File: config.mk
export PLATFORM = sky130hd
export DESIGN_NAME = keypad_scan_flat
export DESIGN_NICKNAME = d
export VERILOG_FILES = /design/src/rtl/keypad_pkg.sv /design/src/rtl/keypad_scan_if.sv /design/src/rtl/keypad_debounce.sv /design/src/rtl/keypad_scan.sv /design/src/flat_wrapper.sv
export SDC_FILE = /design/constraint.sdc
export NUM_CORES = 1
export LEC_CHECK = 0
export CORE_AREA = 2 2 79 81
export DETAILED_ROUTE_END_ITERATION = 7
export DIE_AREA = 0 0 81 83
export HOLD_SLACK_MARGIN = 0.05
export MAX_ROUTING_LAYER = met4
export PLACE_DENSITY = 0.74
export SYNTH_ARGS = -nofsm -noshare
export SYNTH_HDL_FRONTEND = slang
export SYNTH_HIERARCHICAL = 1
export SYNTH_SLANG_ARGS = --single-unit
export TNS_END_PERCENT = 20
File: constraint.sdc
create_clock -name clk -period 2.6 [get_ports clk]
set_input_delay 0.78 -clock clk [delete_from_list [all_inputs] [get_ports clk]]
set_output_delay 0.78 -clock clk [all_outputs]
set_load 0.02 [all_outputs]
File: src/rtl/keypad_pkg.sv
// Shared types and helpers for the 4x4 keypad scanner: debounce states,
// scan-result encoding and column decode functions.
package keypad_pkg;

  localparam int ROWS = 4;
  localparam int COLS = 4;

  typedef enum logic [1:0] {
    ST_RELEASED    = 2'd0,
    ST_PRESS_CHK   = 2'd1,
    ST_PRESSED     = 2'd2,
    ST_RELEASE_CHK = 2'd3
  } kp_state_t;

  typedef enum logic [1:0] {
    RES_NONE   = 2'd0,
    RES_SINGLE = 2'd1,
    RES_MULTI  = 2'd2
  } res_kind_t;

  // code is meaningful only when kind is RES_SINGLE
  typedef struct packed {
    res_kind_t  kind;
    logic [3:0] code;
  } scan_res_t;

  function automatic logic [2:0] low_count(input logic [COLS-1:0] c);
    logic [2:0] n;
    n = '0;
    for (int i = 0; i < COLS; i++) n = n + {2'b00, ~c[i]};
    return n;
  endfunction

  function automatic logic [1:0] low_index(input logic [COLS-1:0] c);
    logic [1:0] idx;
    idx = '0;
    for (int i = COLS - 1; i >= 0; i--) if (!c[i]) idx = 2'(i);
    return idx;
  endfunction

endpackage

File: src/rtl/keypad_scan_if.sv
// Press-event handshake between the keypad scanner and its consumer.
// An event transfers on a rising clk edge where ev_valid && ev_ready; ev_code
// is stable while ev_valid is high, and ev_valid never drops without a transfer.
interface keypad_scan_if;
  logic       ev_valid;
  logic [3:0] ev_code;
  logic       ev_ready;

  modport master (output ev_valid, output ev_code, input ev_ready);
  modport slave  (input ev_valid, input ev_code, output ev_ready);
endinterface

File: src/rtl/keypad_debounce.sv
// Debounce FSM over whole-scan results plus the one-deep press-event register
// with sticky overflow.
module keypad_debounce
  import keypad_pkg::*;
#(
  parameter int DEBOUNCE_SCANS = 5
) (
  input  logic                 clk,
  input  logic                 rst,
  input  logic                 res_valid,
  input  scan_res_t            res,
  output logic                 key_down,
  output logic [3:0]           key_code,
  keypad_scan_if.master        ev,
  output logic                 overflow,
  input  logic                 ovf_clr,
  output kp_state_t            dbg_state
);

  localparam logic [3:0] DS = 4'(DEBOUNCE_SCANS);

  kp_state_t  state;
  logic [3:0] cnt;
  logic [3:0] cand;
  logic [3:0] cnt_inc;
  logic       single;
  logic       push;

  assign dbg_state = state;

  always_comb begin
    cnt_inc = cnt + 4'd1;
    single  = res_valid && (res.kind == RES_SINGLE);
    push    = 1'b0;
    // a push happens exactly on the transitions into PRESSED that start a new press
    if (single) begin
      if (state == ST_RELEASED && DS == 4'd1) push = 1'b1;
      if (state == ST_PRESS_CHK && res.code == cand && cnt_inc >= DS) push = 1'b1;
    end
  end

  always_ff @(posedge clk or posedge rst) begin
    if (rst) begin
      state    <= ST_RELEASED;
      cnt      <= '0;
      cand     <= '0;
      key_down <= 1'b0;
      key_code <= '0;
    end else if (res_valid) begin
      unique case (state)
        ST_RELEASED: begin
          if (single) begin
            cand <= res.code;
            if (DS == 4'd1) begin
              state    <= ST_PRESSED;
              key_down <= 1'b1;
              key_code <= res.code;
              cnt      <= '0;
            end else begin
              state <= ST_PRESS_CHK;
              cnt   <= 4'd1;
            end
          end
        end
        ST_PRESS_CHK: begin
          if (!single) begin
            state <= ST_RELEASED;
            cnt   <= '0;
          end else if (res.code != cand) begin
            cand <= res.code;
            cnt  <= 4'd1;
          end else if (cnt_inc >= DS) begin
            state    <= ST_PRESSED;
            key_down <= 1'b1;
            key_code <= cand;
            cnt      <= '0;
          end else begin
            cnt <= cnt_inc;
          end
        end
        ST_PRESSED: begin
          if (!(single && res.code == key_code)) begin
            if (DS == 4'd1) begin
              state    <= ST_RELEASED;
              key_down <= 1'b0;
              cnt      <= '0;
            end else begin
              state <= ST_RELEASE_CHK;
              cnt   <= 4'd1;
            end
          end
        end
        ST_RELEASE_CHK: begin
          if (single && res.code == key_code) begin
            state <= ST_PRESSED;
            cnt   <= '0;
          end else if (cnt_inc >= DS) begin
            state    <= ST_RELEASED;
            key_down <= 1'b0;
            cnt      <= '0;
          end else begin
            cnt <= cnt_inc;
          end
        end
        default: state <= ST_RELEASED;
      endcase
    end
  end

  // A push into a full, unaccepted register is dropped and flagged; a drop
  // beats a simultaneous clear.
  always_ff @(posedge clk or posedge rst) begin
    if (rst) begin
      ev.ev_valid <= 1'b0;
      ev.ev_code  <= '0;
      overflow    <= 1'b0;
    end else begin
      if (push) begin
        if (!ev.ev_valid || ev.ev_ready) begin
          ev.ev_valid <= 1'b1;
          ev.ev_code  <= res.code;
        end
      end else if (ev.ev_valid && ev.ev_ready) begin
        ev.ev_valid <= 1'b0;
      end

      if (push && ev.ev_valid && !ev.ev_ready) overflow <= 1'b1;
      else if (ovf_clr)                        overflow <= 1'b0;
    end
  end

endmodule

File: src/rtl/keypad_scan.sv
// 4x4 keypad scanner: walks one active-low row at a time, samples the
// synchronized columns at the end of each dwell and classifies each full scan.
module keypad_scan
  import keypad_pkg::*;
#(
  parameter int SCAN_DIV       = 50000,
  parameter int DEBOUNCE_SCANS = 5
) (
  input  logic            clk,
  input  logic            rst,
  output logic [ROWS-1:0] row,
  input  logic [COLS-1:0] col_in,
  output logic            key_down,
  output logic [3:0]      key_code,
  keypad_scan_if.master   ev,
  output logic            overflow,
  input  logic            ovf_clr,
  output kp_state_t       dbg_state
);

  localparam int              DIV_W    = $clog2(SCAN_DIV);
  localparam logic [DIV_W-1:0] DIV_LAST = DIV_W'(SCAN_DIV - 1);

  logic [COLS-1:0]  col_s1, col_s2;
  logic [DIV_W-1:0] dwell;
  logic [1:0]       row_idx;
  logic             dwell_last;

  // running summary of the scan in progress: 0, 1 or "2+" keys seen
  logic [1:0]       hit_cnt, hit_cnt_nx;
  logic [3:0]       hit_code, hit_code_nx;
  logic [2:0]       row_lows, hit_sum;

  logic             res_valid;
  scan_res_t        res_q;

  assign row        = ~(4'b0001 << row_idx);
  assign dwell_last = (dwell == DIV_LAST);

  always_ff @(posedge clk or posedge rst) begin
    if (rst) begin
      col_s1 <= '1;
      col_s2 <= '1;
    end else begin
      col_s1 <= col_in;
      col_s2 <= col_s1;
    end
  end

  always_comb begin
    row_lows    = low_count(col_s2);
    hit_sum     = {1'b0, hit_cnt} + row_lows;
    hit_cnt_nx  = (hit_sum > 3'd1) ? 2'd2 : hit_sum[1:0];
    hit_code_nx = hit_code;
    if (hit_cnt == 2'd0 && row_lows == 3'd1) hit_code_nx = {row_idx, low_index(col_s2)};
  end

  always_ff @(posedge clk or posedge rst) begin
    if (rst) begin
      dwell     <= '0;
      row_idx   <= '0;
      hit_cnt   <= '0;
      hit_code  <= '0;
      res_valid <= 1'b0;
      res_q     <= '{kind: RES_NONE, code: 4'd0};
    end else begin
      res_valid <= 1'b0;
      if (dwell_last) begin
        dwell   <= '0;
        row_idx <= row_idx + 2'd1;
        if (row_idx == 2'(ROWS - 1)) begin
          res_valid  <= 1'b1;
          res_q.code <= hit_code_nx;
          unique case (hit_cnt_nx)
            2'd0:    res_q.kind <= RES_NONE;
            2'd1:    res_q.kind <= RES_SINGLE;
            default: res_q.kind <= RES_MULTI;
          endcase
          hit_cnt  <= '0;
          hit_code <= '0;
        end else begin
          hit_cnt  <= hit_cnt_nx;
          hit_code <= hit_code_nx;
        end
      end else begin
        dwell <= dwell + 1'b1;
      end
    end
  end

  keypad_debounce #(.DEBOUNCE_SCANS(DEBOUNCE_SCANS)) u_debounce (
    .clk       (clk),
    .rst       (rst),
    .res_valid (res_valid),
    .res       (res_q),
    .key_down  (key_down),
    .key_code  (key_code),
    .ev        (ev),
    .overflow  (overflow),
    .ovf_clr   (ovf_clr),
    .dbg_state (dbg_state)
  );

endmodule
File: src/flat_wrapper.sv
// flat-port wrapper written by rule: the top's interface ports become plain ports
module keypad_scan_flat import keypad_pkg::*;
#(
  parameter int SCAN_DIV       = 50000,
  parameter int DEBOUNCE_SCANS = 5
)
  (clk, rst, row, col_in, key_down, key_code, overflow, ovf_clr, dbg_state, ev_ev_valid, ev_ev_code, ev_ev_ready);
  keypad_scan_if ev_i ();
  input  logic clk;
  input  logic rst;
  output logic [ROWS-1:0] row;
  input  logic [COLS-1:0] col_in;
  output logic key_down;
  output logic [3:0] key_code;
  output logic overflow;
  input  logic ovf_clr;
  output kp_state_t dbg_state;
  output wire logic [$bits(ev_i.ev_valid)-1:0] ev_ev_valid;
  output wire logic [$bits(ev_i.ev_code)-1:0] ev_ev_code;
  input wire logic [$bits(ev_i.ev_ready)-1:0] ev_ev_ready;
  assign ev_ev_valid = ev_i.ev_valid;
  assign ev_ev_code = ev_i.ev_code;
  assign ev_i.ev_ready = ev_ev_ready;
  keypad_scan #(.SCAN_DIV(SCAN_DIV), .DEBOUNCE_SCANS(DEBOUNCE_SCANS)) u_core (.clk(clk), .rst(rst), .row(row), .col_in(col_in), .key_down(key_down), .key_code(key_code), .ev(ev_i), .overflow(overflow), .ovf_clr(ovf_clr), .dbg_state(dbg_state));
endmodule
======== After elaboration in Yosys (flattened, before gate mapping) ========
Cells that the tools add are included.
storage, ports and cells
  register bits ........................... 60
  bits in writable memories ............... 0
  memories ................................ 0
  bits in read-only memories .............. 0
  output and inout bits ................... 17
  logic and storage cells ................. 126
  latch bits .............................. 0
  bits of input ports ..................... 8
operators by class
  multiplexer cells ....................... 44
  multiply operators ...................... 0
  shifts and indexed selects .............. 1
  bitwise gates (word level) .............. 6
  $add $sub $neg .......................... 7
  $lt $le $gt $ge ......................... 2
  reduce and logical (&&, ||, !) cells .... 26
  div/mod/pow operators ................... 0
  eq/ne operators ......................... 23
operators by type and width
  kind                                                    number
  2-to-1 mux 4 bit                                        11
  2-to-1 mux 2 bit                                        13
  adder 16 x 1 -> 16 bit (second input constant)          1
  equality test 16 bit (second input constant)            1
  2-to-1 mux 16 bit                                       1
  one-hot mux 4 bit (4 select lines)                      1
  2-to-1 mux 1 bit                                        14
  inequality test 2 bit (second input constant)           6
  AND reduction 5 bit                                     2
  equality test 4 bit                                     2
  logical AND 1 bit                                       8
  one-hot mux 2 bit (4 select lines)                      1
  one-hot mux 4 bit (2 select lines)                      1
  nonzero test 2 bit                                      4
  AND reduction 7 bit                                     1
  adder 3 x 1 -> 3 bit                                    2
  equality test 2 x 1 -> 1 bit (second input constant)    3
  equality test 2 bit (second input constant)             3
  zero test 2 bit                                         3
  inequality test 2 x 1 -> 1 bit (second input constant)  3
  inequality test 3 bit (second input constant)           2
  AND reduction 2 bit                                     3
  AND reduction 6 bit                                     1
  NOT 1 bit                                               5
  other kinds (16)                                        17

======== Depth between registers and ports, before layout ========
  word-level depth ........................ 9
  depth in mapped cells ................... 9
  mapped depth without buffers ............ 9

======== Cells and area by module ========
Netlist, hierarchy kept.
modules (own cells, without submodules)
  module           cells each  times used  seq. area each (um^2)  area an instance (um^2)
  keypad_scan      161         1           985.9                  1844.3
  keypad_debounce  98          1           525.5                  1146.1

======== Least setup slack after synthesis ========
Ideal clock, no wire load.
  path kind ............................... flip-flop to flip-flop
  start ................................... register u_core.col_s2[0]
  end ..................................... register u_core/res_q[0] in the netlist's numbering
  required time ........................... 2.475 ns
  buffers on the path ..................... 0
  slack ................................... -0.132 ns
  period minus slack after synthesis ...... 2.732 ns
  arrival time ............................ 2.608 ns
  stages on the path, launching flop included .. 9
  library setup time ...................... 0.125 ns
  path through ............................ dfstp_2 > inv_1 > fa_1 > ha_1 > ha_1 > nor4_1 > nand2_1 > mux2_2 > mux2_2
on the way
  word-level cells in the longest chain between the ends .. 7
  elaborated cells between the ends (all ways) .. 8
  classes of those cells .................. 3 x add/sub; 1 x eq/ne; 2 x mux; 1 x bitwise; 1 x reduce/logical
RTL lines
  item                                RTL line           text
  start: declaration                  keypad_scan.sv:24  logic [COLS-1:0] col_s1, col_s2;
  start signal: assignment            keypad_scan.sv:46  col_s2 <= col_s1;
  NOT 1 bit                           keypad_pkg.sv:30   for (int i = 0; i < COLS; i++) n = n + {2'b00, ~c[i]};
  adder 1 x 1 -> 2 bit                keypad_pkg.sv:30
  adder 3 x 1 -> 3 bit (2 in series)  keypad_pkg.sv:30
  equality test 3 x 1 -> 1 bit        keypad_scan.sv:55  if (hit_cnt == 2'd0 && row_lows == 3'd1) hit_code_nx = {row_idx, low_index(col_s2)};
  logical AND 1 bit                   keypad_scan.sv:55
  2-to-1 mux 4 bit *                  keypad_scan.sv:55
  end signal: assignment              keypad_scan.sv:65  res_q <= '{kind: RES_NONE, code: 4'd0};
  end: declaration                    keypad_scan.sv:35  scan_res_t res_q;
Mark *: on every way between the ends. The rest lies on a longest branch, timed or not.
A chain may end at the register's enable or synchronous reset.

======== Worst setup path after layout ========
  start ................................... register u_core.col_s2[0]
  end ..................................... register u_core.hit_cnt[0]
on the way
  word-level cells in the longest chain between the ends .. 8
RTL lines
  item                                  RTL line           text
  NOT 1 bit *                           keypad_pkg.sv:30
  adder 1 x 1 -> 2 bit *                keypad_pkg.sv:30
  adder 3 x 1 -> 3 bit * (2 in series)  keypad_pkg.sv:30
  adder 2 x 3 -> 3 bit *                keypad_scan.sv:52  hit_sum = {1'b0, hit_cnt} + row_lows;
  > comparator 3 x 1 -> 1 bit           keypad_scan.sv:53  hit_cnt_nx = (hit_sum > 3'd1) ? 2'd2 : hit_sum[1:0];
  2-to-1 mux 2 bit *                    keypad_scan.sv:53
  2-to-1 mux 2 bit *                    keypad_scan.sv:71  if (row_idx == 2'(ROWS - 1)) begin
  end signal: assignment                keypad_scan.sv:82  hit_cnt <= hit_cnt_nx;
  end: declaration                      keypad_scan.sv:30  logic [1:0] hit_cnt, hit_cnt_nx;
Marks and branches as above.

==> impl.org <==
** Critical path
- STA puts the critical path data required time at about 2.9 ns.
- STA classifies the critical path endpoint as a flop.
- Path depth of the worst reg2reg path :: 9
- Data on the critical path arrives at its endpoint at 2.84 ns.
- Critical Path Fanout Max :: 3
- Worst setup path class :: reg2reg
- Startpoint class of the critical path :: flop

** Die
- Initial Utilization :: 51.42%
- The core region is about 5800 um2.
- Pin placement for this block handled 25 I/O pins.
- Die Height :: a little over 80 um
- Chip Width :: just over 80 um
- After floorplanning, the core was divided into 28 placement rows.
- The die covers 6723 um2.

** Clock network
- Clk sink count :: 60
- CTS tree :: yes
- Skew-Pair Late Insertion Delay :: ~0.34 ns
- Cell at the root of the clock tree :: sky130_fd_sc_hd__clkbuf_8
- Maximum clock path buffer count :: 2
- The clock tree synthesis step divided the H-tree into 3 levels.
- Clock tree synthesis inserted a total of 9 buffers.
- Clk slew on worst S/H paths :: 0.06 ns

** Finish
- Proportion of layout cells with a drive suffix above 1 :: around a quarter
- For this run, the post-layout net count is 323.
- 0 antenna diodes ended up in the layout.
- Share of the core filled with cells :: a little over three fifths
- Area growth from synthesis to final layout :: 21.51%
- The count of cells in the finished layout, fillers not included, comes to 380.

** STA
- RSZ-0062 raised after global routing :: yes
- Number of hold violations in the final report :: 0
- For the pin with the worst max-slew slack, the measured transition is about 0.60 ns.
- After layout, the worst path uses between 90% and 100% of the clock period.
- Across all hold checks on the routed design, the worst slack comes to between 0.3 and 0.4 ns.
- Setup violations remaining at the end of the flow were counted as 0.
- Across the routed clock network, the largest skew measured is 0.002041 ns.
- Final number of max-transition violations :: 0
- Shortest period the worst path allows :: 2.592 ns
- Timing would allow up to ~390 MHz.
- The worst pin sits at a relative slew slack of slightly below 60%.

** Detailed routing
- Aggregate routed wire length :: 5.458 mm
- DRC violation total after the first TritonRoute iteration :: 84
- Drt pass-1 iters :: 4
- The routed layout has around 2,100 vias.
- In the routed design, unresolved DRC markers number 0.
- Dividing the detail-routed via count by the number of cells gives ~5.4.
- The count of nets left with antenna violations once routing finished came out at 0.
- Dividing the detail-routed wire length by the instance count gives roughly 14 um.

** Pwr
- Pint :: around 1.4 mW
- Tot Pwr :: 1.820 mW
- Sw frac :: roughly 22%
- Worst voltage drop across the vdd grid :: ~0.39 mV
- Power share of the clock group :: roughly two fifths
- Sequential group share of total power :: between 50% and 60%
- The analysis attributes to net switching a power of 406.9 uW.
- Per report_power, the combinational group accounts for approximately 6.3% of the total.
- In this run the power density over the cells is around 500 nW/um2.
- Summed over all cells, the static leakage comes to ~1.7 nW.

** Synth
- The most used flip-flop cell after synthesis is sky130_fd_sc_hd__dfrtp_1.
- Synthesis warning total :: 6
- Number of cells produced by synthesis :: approximately 260
- Area of the mapped netlist :: between 2000 and 3000 um2
- The average instance in the mapped netlist occupies between 10 and 15 um2.
- For this run, the register share of the synthesized area comes to 50.54%.
- In the post-synthesis netlist, the biggest area contributors are sky130_fd_sc_hd__dfrtp_1, sky130_fd_sc_hd__dfstp_2, sky130_fd_sc_hd__mux2_2, sky130_fd_sc_hd__ha_1, sky130_fd_sc_hd__xor2_1.
- The synthesized design spends more area on one cell type than any other, namely sky130_fd_sc_hd__dfrtp_1.
- Share of Yosys cell area claimed by the top area cell type :: between 40% and 50%
- In the synthesized netlist the async set-or-reset flop fraction comes to 100.0%.
- Counting flops with a built-in enable in the synthesized netlist gives 0.
- Flop and latch count out of synthesis :: 60
- Post-synth net total :: 280
- Cell variety after synth :: 52

** Place
- Placed wire-length estimate after detailed placement :: about 3.8 mm
- Placer Congestion :: around 0.83
- Placed cell count :: around 360
- Input and output buffers added on the ports amount to 24.

** Min path
- The worst hold path passes through 0 cells.
- The worst hold path belongs to the class reg2reg.

** Global routing
- Maximum number of pins on one net before global-route repair :: 40
- The via count of the first global-routing pass is between 2,000 and 2,500.
- For this run the aggregate overflow at the end of global routing stands at 0.
- Global router's overall resource usage :: roughly 18%
- The first global-routing pass estimated ~9 mm of wire.
- Initial antenna violation count :: 0

** Outcome
- Result of the run :: completed

** Flow run
- Across the run, the number of max-cap violations was 0.
flip-flops by register name (all words and copies together) (netlist names), 2 cells and up:
| register | flops |
|---|---|
| u_core/u_debounce/ev.ev_code | 4 |
| u_core/col_s2 | 4 |
| u_core/hit_code | 4 |
| u_core/u_debounce/dbg_state | 2 |
| u_core/u_debounce/cnt | 4 |
| u_core/u_debounce/key_code | 4 |
| u_core/res_q | 6 |
| u_core/u_debounce/cand | 4 |
| u_core/row_idx | 2 |
| u_core/hit_cnt | 2 |
| u_core/dwell | 16 |
| u_core/col_s1 | 4 |
cells by family after synthesis:
group	share of synthesized area [%]
AOI/OAI and AO/OA	10.46
xor gates and xnor gates	6.737
adders and majority gates	5.941
buffers and inverters	3.891
DFF	50.54
muxes	6.360
and+or+nand+nor	16.07
what timing repair did:
action	4_1_cts	5_1_grt
hold buffers	0	0
pin swaps	3	5
endpoints found under the setup margin	5	10
setup buffers	1	1
gates resized for setup	5	4
metrics by stage:
step	TNS (ns)	setup slack, ns	area [um2]
global placement	-0.01218	-0.01218	3383
CTS	-0.002863	-0.002863	3583
global route	-0.1850	-0.1221	3633
detailed placement	-0.1673	-0.1296	3383
floorplan	0	0.02344	2997
finish	0	0.007643	3633
power groups by stage:
stage	sequential, mW	clock (mW)	combinational (mW)
5_1_grt	0.948	0.809	0.129
6_report	0.948	0.757	0.115
4_1_cts	0.948	0.774	0.103
3_5_place_dp	0.964	0	0.0912
2_1_floorplan	0.964	0	0.0479
3_3_place_gp	0.964	0	0.0896
layout by cell type, fill, tap and decap left out, types with 3 or more instances in the layout:
master,n
sky130_fd_sc_hd__a21oi_1,5
sky130_fd_sc_hd__nand4_1,5
sky130_fd_sc_hd__nand2_1,14
sky130_fd_sc_hd__a31oi_1,5
sky130_fd_sc_hd__xnor2_1,9
sky130_fd_sc_hd__dfrtp_1,52
sky130_fd_sc_hd__ha_4,3
sky130_fd_sc_hd__dfstp_2,8
sky130_fd_sc_hd__nand3_1,7
sky130_fd_sc_hd__nand2b_1,3
sky130_fd_sc_hd__and2_2,4
sky130_fd_sc_hd__nor3b_1,3
sky130_fd_sc_hd__o21ai_0,7
sky130_fd_sc_hd__clkbuf_8,12
sky130_fd_sc_hd__mux2_2,16
sky130_fd_sc_hd__buf_4,13
sky130_fd_sc_hd__ha_1,8
sky130_fd_sc_hd__xor2_1,14
sky130_fd_sc_hd__nor2_1,16
sky130_fd_sc_hd__inv_1,21
sky130_fd_sc_hd__clkdlybuf4s50_1,24
final timing paths:
check / from / endpoint / slack [ns]
worst min-delay path: u_core/col_s1[2] / u_core/col_s2[2] / 0.36
worst max-delay path: u_core/col_s2[0] / u_core/hit_cnt[0] / 0.008
worst max register to register: u_core/col_s2[0] / u_core/hit_cnt[0] / 0.008
max in group asynchronous: rst / u_core/col_s2[1] / 1.36
worst min register to register: u_core/col_s1[2] / u_core/col_s2[2] / 0.36
min in group asynchronous: rst / u_core/u_debounce/cand[3] / 0.81
cells in the mapped netlist (all sizes together), types with 4 or more instances:
| library cell | instances |
|---|---|
| mux2 | 16 |
| a31oi | 6 |
| nand3 | 7 |
| o31ai | 4 |
| nand4 | 5 |
| buf | 4 |
| dfrtp | 52 |
| xnor2 | 9 |
| and2 | 5 |
| xor2 | 14 |
| a21oi | 5 |
| ha | 11 |
| inv | 23 |
| dfstp | 8 |
| nor4 | 6 |
| o21ai | 9 |
| nand2 | 14 |
| nor2 | 16 |
worst max-delay path: stages (launching register included):
cell and delay, ns:
sky130_fd_sc_hd__dfstp_2 0.52, sky130_fd_sc_hd__inv_2 0.04, sky130_fd_sc_hd__fa_1 0.57, sky130_fd_sc_hd__ha_4 0.22
sky130_fd_sc_hd__ha_4 0.16, sky130_fd_sc_hd__fa_2 0.33, sky130_fd_sc_hd__xor2_1 0.16, sky130_fd_sc_hd__nor2_1 0.17
sky130_fd_sc_hd__nand2_1 0.10, sky130_fd_sc_hd__o31ai_1 0.23
metal layers:
layer	vias up	GRT usage (%)	part of all wire, %
met3	13	3.696	4.9
met2	53	27.05	49
li1	993	-	-
met4	0	10.63	2.6
met5	-	-	0
met1	1011	22.66	44
final cells by class:
class | instances | area, um2
clock buffer | 12 | 165.2
clock inverter | 2 | 10.01
fill | 482 | 2182
inverter | 23 | 86.33
multi-input combinational | 171 | 1429
sequential | 60 | 1511
tap | 75 | 93.84
timing repair buffer | 37 | 337.8
Power figures use the tool's default switching activity.
